[src/rtl/filter_frame_sequencer_if.sv]
// Switch/VSYNC inputs and filter-select outputs of the frame sequencer.
// master drives the switches and sync, slave is the sequencer itself.
interface filter_frame_sequencer_if;
    logic       iVGA_VS;
    logic [9:0] iSW;
    logic [3:0] oFilter_Sel;
    logic       oMute;
    logic       oBusy;
    logic [7:0] oFrame_Cnt;

    modport master (output iVGA_VS, iSW, input oFilter_Sel, oMute, oBusy, oFrame_Cnt);
    modport slave  (input iVGA_VS, iSW, output oFilter_Sel, oMute, oBusy, oFrame_Cnt);
endinterface

[src/rtl/filter_frame_sequencer.sv]
// Frame-synchronous filter selector: debounces switch requests over frames,
// mutes for one frame, and commits on a VSYNC boundary; optional auto-cycle.
module filter_frame_sequencer #(
    parameter int N_FILTERS       = 8,
    parameter int STABLE_FRAMES   = 3,
    parameter int FRAMES_PER_STEP = 60
) (
    input logic                     iCLK,
    input logic                     iRST,
    filter_frame_sequencer_if.slave bus
);
    localparam logic [4:0] NF   = 5'(N_FILTERS);
    localparam logic [3:0] LAST = 4'(N_FILTERS - 1);
    localparam logic [3:0] SF   = 4'(STABLE_FRAMES);
    localparam logic [7:0] FPS  = 8'(FRAMES_PER_STEP);

    typedef enum logic [1:0] {IDLE, ARM, MUTE, AUTO} state_t;

    state_t     state, state_nxt;
    logic [3:0] cand, cand_nxt;
    logic [3:0] stab, stab_nxt;
    logic [7:0] step, step_nxt;
    logic [3:0] sel, sel_nxt;
    logic       mute, busy;
    logic       vs_q;
    logic [7:0] frame_cnt;

    logic       fb, freeze, auto_en;
    logic [3:0] req;

    assign fb      = vs_q & ~bus.iVGA_VS;
    assign freeze  = bus.iSW[8];
    assign auto_en = bus.iSW[9];
    // Out-of-range selections fall back to the pass-through filter.
    assign req     = ({1'b0, bus.iSW[3:0]} < NF) ? bus.iSW[3:0] : 4'd0;

    always_ff @(posedge iCLK) begin
        if (iRST) begin
            state     <= IDLE;
            cand      <= 4'd0;
            stab      <= 4'd0;
            step      <= 8'd0;
            sel       <= 4'd0;
            mute      <= 1'b0;
            busy      <= 1'b0;
            vs_q      <= 1'b1;
            frame_cnt <= 8'd0;
        end else begin
            state     <= state_nxt;
            cand      <= cand_nxt;
            stab      <= stab_nxt;
            step      <= step_nxt;
            sel       <= sel_nxt;
            mute      <= (state_nxt == MUTE);
            busy      <= (state_nxt == ARM) || (state_nxt == MUTE);
            vs_q      <= bus.iVGA_VS;
            if (fb) frame_cnt <= frame_cnt + 8'd1;
        end
    end

    always_comb begin
        state_nxt = state;
        cand_nxt  = cand;
        stab_nxt  = stab;
        step_nxt  = step;
        sel_nxt   = sel;
        case (state)
            IDLE: begin
                if (!freeze) begin
                    if (auto_en) begin
                        state_nxt = AUTO;
                        step_nxt  = 8'd0;
                    end else if (req != sel) begin
                        state_nxt = ARM;
                        cand_nxt  = req;
                        stab_nxt  = 4'd0;
                    end
                end
            end
            ARM: begin
                if (freeze) begin
                    state_nxt = IDLE;
                    stab_nxt  = 4'd0;
                end else if (auto_en) begin
                    state_nxt = AUTO;
                    step_nxt  = 8'd0;
                    stab_nxt  = 4'd0;
                end else if (fb) begin
                    if (req == sel) begin
                        state_nxt = IDLE;
                        stab_nxt  = 4'd0;
                    end else if (req == cand) begin
                        // Request held across this boundary; accept once enough have passed.
                        if (stab + 4'd1 == SF) begin
                            state_nxt = MUTE;
                            stab_nxt  = 4'd0;
                        end else begin
                            stab_nxt  = stab + 4'd1;
                        end
                    end else begin
                        cand_nxt  = req;
                        stab_nxt  = 4'd0;
                    end
                end
            end
            MUTE: begin
                // Commit happens even under freeze; freeze only holds the state that follows.
                if (fb) begin
                    sel_nxt   = cand;
                    step_nxt  = 8'd0;
                    state_nxt = (auto_en && !freeze) ? AUTO : IDLE;
                end
            end
            AUTO: begin
                if (!freeze) begin
                    if (!auto_en) begin
                        state_nxt = IDLE;
                    end else if (fb) begin
                        if (step + 8'd1 == FPS) begin
                            cand_nxt  = (sel == LAST) ? 4'd0 : sel + 4'd1;
                            step_nxt  = 8'd0;
                            state_nxt = MUTE;
                        end else begin
                            step_nxt  = step + 8'd1;
                        end
                    end
                end
            end
            default: state_nxt = IDLE;
        endcase
    end

    assign bus.oFilter_Sel = sel;
    assign bus.oMute       = mute;
    assign bus.oBusy       = busy;
    assign bus.oFrame_Cnt  = frame_cnt;
endmodule

[src/flat_wrapper.sv]
// flat-port wrapper written by rule: the top's interface ports become plain ports
module filter_frame_sequencer_flat 
#(
    parameter int N_FILTERS       = 8,
    parameter int STABLE_FRAMES   = 3,
    parameter int FRAMES_PER_STEP = 60
)
  (iCLK, iRST, bus_iVGA_VS, bus_iSW, bus_oFilter_Sel, bus_oMute, bus_oBusy, bus_oFrame_Cnt);
  filter_frame_sequencer_if bus_i ();
  input logic iCLK;
  input logic iRST;
  input wire logic [$bits(bus_i.iVGA_VS)-1:0] bus_iVGA_VS;
  input wire logic [$bits(bus_i.iSW)-1:0] bus_iSW;
  output wire logic [$bits(bus_i.oFilter_Sel)-1:0] bus_oFilter_Sel;
  output wire logic [$bits(bus_i.oMute)-1:0] bus_oMute;
  output wire logic [$bits(bus_i.oBusy)-1:0] bus_oBusy;
  output wire logic [$bits(bus_i.oFrame_Cnt)-1:0] bus_oFrame_Cnt;
  assign bus_i.iVGA_VS = bus_iVGA_VS;
  assign bus_i.iSW = bus_iSW;
  assign bus_oFilter_Sel = bus_i.oFilter_Sel;
  assign bus_oMute = bus_i.oMute;
  assign bus_oBusy = bus_i.oBusy;
  assign bus_oFrame_Cnt = bus_i.oFrame_Cnt;
  filter_frame_sequencer #(.N_FILTERS(N_FILTERS), .STABLE_FRAMES(STABLE_FRAMES), .FRAMES_PER_STEP(FRAMES_PER_STEP)) u_core (.iCLK(iCLK), .iRST(iRST), .bus(bus_i));
endmodule
[config.mk]
export PLATFORM = sky130hd
export DESIGN_NAME = filter_frame_sequencer_flat
export DESIGN_NICKNAME = d
export VERILOG_FILES = /design/src/rtl/filter_frame_sequencer_if.sv /design/src/rtl/filter_frame_sequencer.sv /design/src/flat_wrapper.sv
export SDC_FILE = /design/constraint.sdc
export NUM_CORES = 1
export LEC_CHECK = 0
export CAP_MARGIN = 20
export CORE_ASPECT_RATIO = 1.2
export CORE_UTILIZATION = 40
export CTS_CLUSTER_DIAMETER = 40
export DETAILED_ROUTE_END_ITERATION = 7
export PLACE_DENSITY = 0.7
export SETUP_SLACK_MARGIN = 0.15
export SLEW_MARGIN = 20
export SYNTH_ARGS = -nofsm -noshare
export SYNTH_HDL_FRONTEND = slang
export SYNTH_SLANG_ARGS = --single-unit
export TNS_END_PERCENT = 1
[constraint.sdc]
create_clock -name iCLK -period 2.2 [get_ports iCLK]
set_input_delay 0.33 -clock iCLK [delete_from_list [all_inputs] [get_ports iCLK]]
set_output_delay 0.33 -clock iCLK [all_outputs]
set_load 0.05 [all_outputs]
# == After elaboration in Yosys (flattened, before gate mapping) ==
# Cells that the tools add are included.
# totals
word_cells,103
in_bits,13
out_inout_bits,14
register_bits,33
# op_classes
n_eq_ne,27
reduce_logical,11
order_cmp,1
add_sub_neg,4
bitwise_logic,2
mux,49
# op_table
op,n
4-bit two-way mux,23
8-bit two-way mux,7
2-bit two-way mux,15
8-bit one-hot mux with 3 select lines,1
2-bit != test (second input constant),9
8-bit by 1-bit adder with 8-bit output (second input constant),2
13-bit AND reduction,1
2-bit by 1-bit != test with 1-bit output (second input constant),6
4-bit one-hot mux with 3 select lines,1
4-bit by 1-bit adder with 4-bit output (second input constant),2
4-bit == test,2
8-bit by 6-bit == test with 1-bit output (second input constant),1
2-bit one-hot mux with 4 select lines,1
4-bit one-hot mux with 2 select lines,1
2-bit == test (second input constant),3
6-bit AND reduction,1
5-bit AND reduction,1
2-bit by 1-bit == test with 1-bit output (second input constant),2
4-bit by 2-bit == test with 1-bit output (second input constant),1
4-bit by 3-bit == test with 1-bit output (second input constant),1
4-bit < comparator (second input constant),1
4-bit by 3-bit != test with 1-bit output (second input constant),1
4-bit != test,1
3-bit nonzero test,1
other kinds (9),9

# == Longest topological paths before layout ==
# Gate-level depths: netlist of run 1.
# depth
depth_word,11
ltp_mapped,9

# == Worst setup path after synthesis of run 1 ==
# No wires, ideal clock.
# synth_timing
path_kind,input to register
startpoint,input port bus_iSW[0]
endpoint,register u_core.busy (netlist: u_core.bus.oBusy)
stages,8
t_arrival_ps,2240
path_buffers,0
setup_slack_ps,-107
path_cell_list,or2b_2 xor2_2 nand4b_1 or4b_1 a2111oi_2 a21o_1 ha_1 nor2_1
# synth_via
elab_chain_cells,11
# synth_lines
item,line_no,source
from (decl),flat_wrapper.sv:13,input wire logic [$bits(bus_i.iSW)-1:0] bus_iSW;
4-bit < comparator,filter_frame_sequencer.sv:35,"assign req = ({1'b0, bus.iSW[3:0]} < NF) ? bus.iSW[3:0] : 4'd0;"
4-bit two-way mux (*),filter_frame_sequencer.sv:35,
4-bit == test,filter_frame_sequencer.sv:92,end else if (req == cand) begin
2-bit two-way mux,filter_frame_sequencer.sv:92,
2-bit two-way mux,filter_frame_sequencer.sv:89,if (req == sel) begin
2-bit two-way mux,filter_frame_sequencer.sv:88,end else if (fb) begin
2-bit two-way mux,filter_frame_sequencer.sv:84,end else if (auto_en) begin
2-bit two-way mux,filter_frame_sequencer.sv:81,if (freeze) begin
2-bit one-hot mux with 4 select lines (*),filter_frame_sequencer.sv:67,case (state)
2-bit by 1-bit == test with 1-bit output or 2-bit == test (tied branches),filter_frame_sequencer.sv:55,busy <= (state_nxt == ARM) || (state_nxt == MUTE);
1-bit logical OR (*),filter_frame_sequencer.sv:55,
to (signal assigned),filter_frame_sequencer.sv:55,
to (decl),filter_frame_sequencer.sv:24,"logic mute, busy;"
# Mark *: on every way between the ends. The rest lies on a longest branch, timed or not.
# A chain may end at the register's enable or synchronous reset.

# == Worst setup path after layout of run 1 ==
# layout_timing
startpoint,register u_core.stab[0]
endpoint,register u_core.busy (netlist: u_core.bus.oBusy)
# layout_via
elab_chain_cells,11
# layout_lines
item,line_no,source
from (decl),filter_frame_sequencer.sv:21,"logic [3:0] stab, stab_nxt;"
from (signal assigned),filter_frame_sequencer.sv:51,stab <= stab_nxt;
4-bit by 1-bit adder with 4-bit output (*),filter_frame_sequencer.sv:94,if (stab + 4'd1 == SF) begin
4-bit by 2-bit == test with 1-bit output (*),filter_frame_sequencer.sv:94,
2-bit two-way mux (*),filter_frame_sequencer.sv:94,
2-bit two-way mux (*),filter_frame_sequencer.sv:92,
2-bit two-way mux (*),filter_frame_sequencer.sv:89,
2-bit two-way mux (*),filter_frame_sequencer.sv:88,
2-bit two-way mux (*),filter_frame_sequencer.sv:84,
2-bit two-way mux (*),filter_frame_sequencer.sv:81,
2-bit one-hot mux with 4 select lines (*),filter_frame_sequencer.sv:67,
2-bit by 1-bit == test with 1-bit output or 2-bit == test (tied branches),filter_frame_sequencer.sv:55,
1-bit logical OR (*),filter_frame_sequencer.sv:55,
# Marked as above.

==> results of run 1 <==
## area by class of cell
type                            instances  area share [%]
Inverter                                8           1.189
Timing Repair Buffer                   52           18.08
Sequential cell                        33           26.40
Multi-Input combinational cell        176           48.14
Tap cell                               56           2.774
Clock buffer                            5           2.724
Clock inverter                          3          0.6934
## stage by stage
step	power (mW)	hold slack [ns]
6_report	1.286	0.4853
3_3_place_gp	0.8237	0.4676
5_1_grt	1.355	0.5099
2_1_floorplan	0.7453	0.4366
4_1_cts	1.289	0.4878
3_5_place_dp	0.8255	0.4747
## cells in the mapped netlist, types with 2 or more instances
library cell,instances
o31ai_1,2
or2_2,2
a221oi_1,2
nor2b_1,7
dfxtp_1,33
nor3b_1,2
o21ai_0,10
clkbuf_1,8
ha_1,6
nor2_1,26
nand2_1,24
nor3_1,4
and2_1,4
and3_1,3
nand2b_1,6
nand4_1,4
mux2i_1,6
a311oi_1,2
mux2_2,3
or3_1,3
a21oi_1,16
inv_1,7
a2111oi_0,2
nand3_1,9
nor4_1,2
xor2_1,6
o31ai_2,2
## worst reg2reg max path: stages (launching register included)
cell       delay (ns)
dfxtp_2          0.35
ha_4             0.14
and2_4           0.14
a21oi_2          0.05
o22ai_2          0.17
or4b_4           0.50
a2111oi_4        0.33
a21o_1           0.14
ha_1             0.22
nor2_1           0.09
## flip-flops by register name (all words and copies together) (netlist names)
| signal | flops |
|---|---|
| u_core.bus.oBusy | 1 |
| u_core.bus.oFilter_Sel | 4 |
| u_core.bus.oFrame_Cnt | 8 |
| u_core.bus.oMute | 1 |
| u_core.cand | 4 |
| u_core.stab | 4 |
| u_core.state | 2 |
| u_core.step | 8 |
| u_core.vs_q | 1 |
## power by group through the flow
stage	Combinational [mW]	Sequential, mW	Clock (mW)
floorplan	0.0928	0.653	0
CTS	0.209	0.617	0.463
finish	0.219	0.618	0.450
global placement	0.192	0.631	0
detailed placement	0.195	0.631	0
global route	0.236	0.618	0.500
## layer usage
layer,part of all wire (%),GRT usage [%]
met4,1.7,8.222
met1,45,24.31
met2,51,32.63
met5,0,0
met3,2.6,4.464
## repair_timing
item / in CTS / in global routing
hold buffers: 0 / 0
pin swaps: 9 / 10
resized for setup: 17 / 10
buffers inserted: 7 / 1
endpoints found under the setup margin: 12 / 12
## worst min path at each step
| stage | from | endpoint |
|---|---|---|
| 6_report | u_core.step[7] | u_core.step[7] |
| 5_1_grt | u_core.step[7] | u_core.step[7] |
| 4_1_cts | u_core.step[7] | u_core.step[7] |
| 3_5_place_dp | u_core.step[7] | u_core.step[7] |
| 3_3_place_gp | u_core.step[7] | u_core.step[7] |
| 2_1_floorplan | bus_iVGA_VS | u_core.vs_q |
## cells by family (layout without fill, tap and decap cells)
family	Yosys count	in the layout	synth area share [%]
AO/OA/AOI/OAI	49	49	18.29
XOR/XNOR	8	8	4.170
adder cells (fa/ha/maj)	6	6	4.035
buffers and inverters	18	68	3.698
flip-flops	33	33	35.51
multiplexers	9	9	5.044
AND/OR/NAND/NOR	104	104	29.25
==> impl_metrics.py, run 1 <==
metrics = {
    "outcome": {
        "outcome": "finished clean",
    },
    "worst_setup_path": {
        "cp-start-kind": "register",
        "setup.worst_path.class": "reg -> reg",
        "slowest_stage": "or4b_4",
        "cp.depth": 9,
        "crit_end": "u_core.bus.oBusy",
        "crit_family": "simple AND/OR/NAND/NOR gates",
        "startpoint": "u_core.stab[0]",
        "cp.required_ns": 2.43,
        "arrival_ns": 2.43,
        "crit_chain": "ha_4 > and2_4 > a21oi_2 > o22ai_2 > or4b_4 > a2111oi_4 > a21o_1 > ha_1 > nor2_1",
        "path_buf_inv": 0,
        "reg2reg_slack_ns": 0.005,
        "endpoint_kind": "register",
        "reg2reg_to": "u_core.bus.oBusy",
        "cp_slowest_stage_delay_ns": 0.50,
        "r2r_cells": 9,
        "cp_max_fo": 3,
        "rr_startpoint": "u_core.stab[0]",
    },
    "route": {
        "first_iter_violations": 120,
        "via_per_inst": 5.453,
        "first_pass_iters": 4,
        "avgRoutedWirePerCell_um": 14.09,
        "vias": 1816,
        "drc": 0,
        "routed_wl_mm": 4.692,
        "final_antenna_net_count": 0,
    },
    "sta": {
        "period_minus_slack_ns": 2.195,
        "fin_setup_tns_ns": 0,
        "rsz0062_at_grt": "true",
        "worstMarginPinSlew_ns": 0.5092,
        "timing.final.crit_share_pct": 99.79,
        "layout_setup_ws_ns": 0.004524,
        "relSlewSlack_pct": 65.94,
        "clock.fmax_mhz": 455.5,
        "hold_viol_final": 0,
        "setup_violations": 0,
        "final_max_slew_viol_count": 0,
        "clock_skew_ns": 0.008549,
    },
    "placed_design": {
        "placed_area_um2": 2310,
        "portBuffers": 22,
        "place.detailed.hpwl_mm": 3.120,
        "gp_congestion": 0.8661,
        "dp.cells": 317,
        "dp_slack_ns": -0.5610,
    },
    "synthesis": {
        "synth_flop_cell": "dfxtp_1",
        "synth_top_area_share_pct": 35.51,
        "synth_area_leaders": "dfxtp_1 36%, nor2_1 5.2%, nand2_1 4.8%",
        "netlist_instances": 227,
        "synth_nets": 246,
        "yosys.area.top_type": "dfxtp_1",
        "syn_area_um2": 1861,
        "yosys_warnings": 0,
        "syn_area_per_cell_um2": 8.196,
        "yosysUniqueCellTypes": 53,
        "synth_edf_count": 0,
        "synthArstFlopShare_pct": 0,
        "yosysSeqAreaShare_pct": 35.51,
        "ys_seq_elements": 33,
    },
    "power_and_ir_drop": {
        "vdd_drop_max_v": 0.0003659,
        "power_frac_seq_pct": 48.0,
        "p_leak_nw": 0.9781,
        "combPwrFrac_pct": 17.0,
        "clkPwrFrac_pct": 35.0,
        "powerDensity_nw_per_um2": 509.2,
        "swShare_pct": 27.88,
        "power.internal_uw": 927.6,
        "switching_power_uw": 358.6,
    },
    "layout": {
        "seqCellArea_um2": 666.9,
        "num-nets-final": 295,
        "utilization_pct": 57.95,
        "multi_input_area_um2": 1216,
        "syn_to_final_growth_pct": 35.78,
        "n_antenna_cell": 0,
        "fin_area_um2": 2526,
        "num-fill-cells": 405,
        "final_cell_mix": "28 x dfxtp_1, 26 x nor2_1, 26 x buf_4",
        "drive_gt1_share_pct": 24.55,
        "final_cells": 333,
        "final_common_cell": "dfxtp_1",
    },
    "global_route": {
        "grt_max_degree": 34,
        "grt.total_usage_pct": 19.75,
        "antenna_found_initial": 0,
        "grt_overflow": 0,
        "grt_pass1_vias": 1711,
        "grt_pass1_wl_mm": 7.576,
    },
    "floorplanning": {
        "dieArea_um2": 4929,
        "coreArea_um2": 4359,
        "pin_count": 27,
        "die_w_um": 64.26,
        "die_y_um": 76.71,
        "initial_core_util_pct": 42.68,
        "row_count": 26,
    },
    "clocking": {
        "clock_sinks": 33,
        "htree_levels": 2,
        "clockBufferDepth": 2,
        "tritoncts": "done",
        "cts_root_buf": "clkbuf_8",
        "insertion_delay_ns": 0.29,
        "numCtsBuffers": 5,
        "clkTransAtPathRegs_ns": 0.07,
    },
    "hold_path": {
        "hold_class": "reg -> reg",
        "whs_path_depth": 1,
    },
    "job": {
        "maxCapViolations": 0,
    },
}
Note: power is estimated with default switching activity, not from simulation.
==> run 2: changes to the inputs <==
DONT_BUFFER_PORTS = 1   (was not set)
HOLD_SLACK_MARGIN = 0.1   (was not set)
PLACE_DENSITY = 0.62   (was 0.7)
==> impl_metrics.py, run 2 (synthesis results as in run 1) <==
metrics = {
    "outcome": {
        "outcome": "finished clean",
    },
    "route": {
        "drc": 0,
        "avgRoutedWirePerCell_um": 13.83,
        "first_iter_violations": 93,
        "vias": 1646,
        "final_antenna_net_count": 0,
        "first_pass_iters": 4,
        "routed_wl_mm": 4.191,
        "via_per_inst": 5.432,
    },
    "sta": {
        "hold_viol_final": 0,
        "setup_violations": 0,
        "timing.final.crit_share_pct": 99.87,
        "worstMarginPinSlew_ns": 0.5644,
        "clock.fmax_mhz": 455.1,
        "relSlewSlack_pct": 62.32,
        "final_max_slew_viol_count": 0,
        "period_minus_slack_ns": 2.197,
        "clock_skew_ns": 0.01007,
        "rsz0062_at_grt": "true",
    },
    "global_route": {
        "grt_use_met1_pct": 20.09,
        "top_usage_layer": "met2",
        "grt_max_degree": 34,
        "grt.total_usage_pct": 18.06,
        "grt_use_met3_pct": 4.018,
        "use_met2_pct": 32.63,
        "grt_overflow": 0,
        "grt_pass1_wl_mm": 7.010,
        "antenna_found_initial": 0,
        "grt_pass1_vias": 1563,
    },
    "floorplanning": {
        "die_y_um": 76.71,
        "pin_count": 27,
        "die_w_um": 64.26,
        "row_count": 26,
        "coreArea_um2": 4359,
        "initial_core_util_pct": 42.68,
        "dieArea_um2": 4929,
    },
    "power_and_ir_drop": {
        "power_frac_seq_pct": 51.0,
        "swShare_pct": 25.30,
        "power.internal_uw": 914.7,
        "p_leak_nw": 0.8457,
        "p_total_mw": 1.224,
        "powerDensity_nw_per_um2": 551.6,
        "combPwrFrac_pct": 11.2,
        "clkPwrFrac_pct": 37.8,
        "vdd_drop_max_v": 0.0003494,
        "switching_power_uw": 309.8,
    },
    "placed_design": {
        "portBuffers": 0,
        "gp_congestion": 0.7930,
        "place.detailed.hpwl_mm": 2.900,
        "dp.cells": 293,
    },
    "layout": {
        "multi_input_area_um2": 1191,
        "drive_gt1_share_pct": 21.46,
        "num-fill-cells": 437,
        "syn_to_final_growth_pct": 19.30,
        "final_cell_mix": "28 x dfxtp_1, 25 x nor2_1, 24 x nand2_1",
        "final_common_cell": "dfxtp_1",
        "final_cells": 303,
        "seqCellArea_um2": 666.9,
        "n_antenna_cell": 0,
        "num-nets-final": 266,
    },
    "worst_setup_path": {
        "cp_max_fo": 3,
        "cp-start-kind": "register",
        "r2r_cells": 9,
        "rr_startpoint": "u_core.stab[0]",
        "reg2reg_slack_ns": 0.003,
        "reg2reg_to": "u_core.bus.oBusy",
        "setup.worst_path.class": "reg -> reg",
        "cp.required_ns": 2.43,
        "endpoint_kind": "register",
        "arrival_ns": 2.43,
    },
    "clocking": {
        "cts_root_buf": "clkbuf_8",
        "numCtsBuffers": 5,
        "cts_hold_buffers": 1,
        "tritoncts": "done",
        "clockBufferDepth": 2,
        "clkTransAtPathRegs_ns": 0.07,
        "clock_sinks": 33,
        "htree_levels": 2,
        "insertion_delay_ns": 0.29,
    },
    "hold_path": {
        "hold_class": "in -> reg",
        "hold_end": "u_core.bus.oFilter_Sel[1]",
        "whs_path_depth": 1,
        "hp-start": "iRST",
    },
    "job": {
        "maxCapViolations": 0,
    },
}
==> run 2: cell types whose count changed in the layout (fill, tap and decap cells not counted), sizes merged <==
cell and change:
buf -8, clkdlybuf4s50 -18, clkinv -2, clkinvlp -1
dlygate4sd2 -2, dlygate4sd3 +1
==> run 2: worst max path at each step <==
stage                            end  slack, ns  cells past startpoint      startpoint
floorplan           u_core.bus.oBusy       0.01                      8      bus_iSW[0]
global placement    u_core.bus.oBusy      -0.07                      8      bus_iSW[0]
detailed placement  u_core.bus.oBusy      -0.09                      8      bus_iSW[0]
CTS                 u_core.bus.oBusy      -0.03                      9  u_core.stab[1]
global route        u_core.bus.oBusy      -0.06                      9  u_core.stab[0]
finish              u_core.bus.oBusy      0.003                      9  u_core.stab[0]
==> run 2: per-layer routing <==
| metal | share of wire [%] | routed length (um) |
|---|---|---|
| met5 | 0 | 0 |
| met4 | 1.4 | 59 |
| met3 | 2.6 | 108 |
| met2 | 51 | 2154 |
| met1 | 45 | 1869 |
==> run 2: cell type report <==
type | instances | area share (%)
Sequential cell | 33 | 30.05
Inverter | 8 | 1.353
Clock buffer | 7 | 3.890
Timing Repair Buffer | 23 | 7.892
Tap cell | 56 | 3.157
Multi-Input combinational cell | 176 | 53.66
==> run 2: worst max-delay path, stage by stage (launching register included) <==
cell and delay (ns):
dfxtp_2 0.36, ha_4 0.15, and2_4 0.14, a21oi_4 0.05, o22ai_2 0.17, or4b_4 0.50, a2111oi_4 0.34, a21o_1 0.14
ha_1 0.22, nor2_1 0.08
==> run 2: metrics by stage <==
stage / hold slack, ns / TNS, ns / worst slack [ns] / cell area (um2) / utilization (%)
6_report: 0.1100 / 0 / 0.002768 / 2220 / 50.92
5_1_grt: 0.09474 / -0.08426 / -0.06313 / 2220 / 50.92
4_1_cts: 0.09766 / -0.02896 / -0.02896 / 2193 / 50.32
3_5_place_dp: 0.4047 / -0.1256 / -0.09068 / 2062 / 47.30
3_3_place_gp: 0.4009 / -0.08334 / -0.07099 / 2062 / 47.30
2_1_floorplan: 0.4366 / 0 / 0.01084 / 1881 / -
==> run 2: power groups by stage <==
stage	clock [mW]	sequential [mW]	combinational, mW
after global routing	0.500	0.626	0.147
after floorplan	0	0.653	0.0928
after global placement	0	0.638	0.130
after CTS	0.473	0.625	0.134
after detailed placement	0	0.638	0.131
final	0.463	0.625	0.137
==> run 2: what timing repair did <==
item | CTS | global route
gates resized for setup | 7 | 5
cloned | 0 | 0
buffers inserted | 1 | 1
hold endpoints to repair | 3 | 1
endpoints found under the setup margin | 2 | 5
pin swaps | 6 | 5
==> run 3: changes to the inputs <==
ABC_CLOCK_PERIOD_IN_PS = 2200   (was not set)
==> results of run 3 <==
Final layout, timing and power as in run 2 (identical DEF).
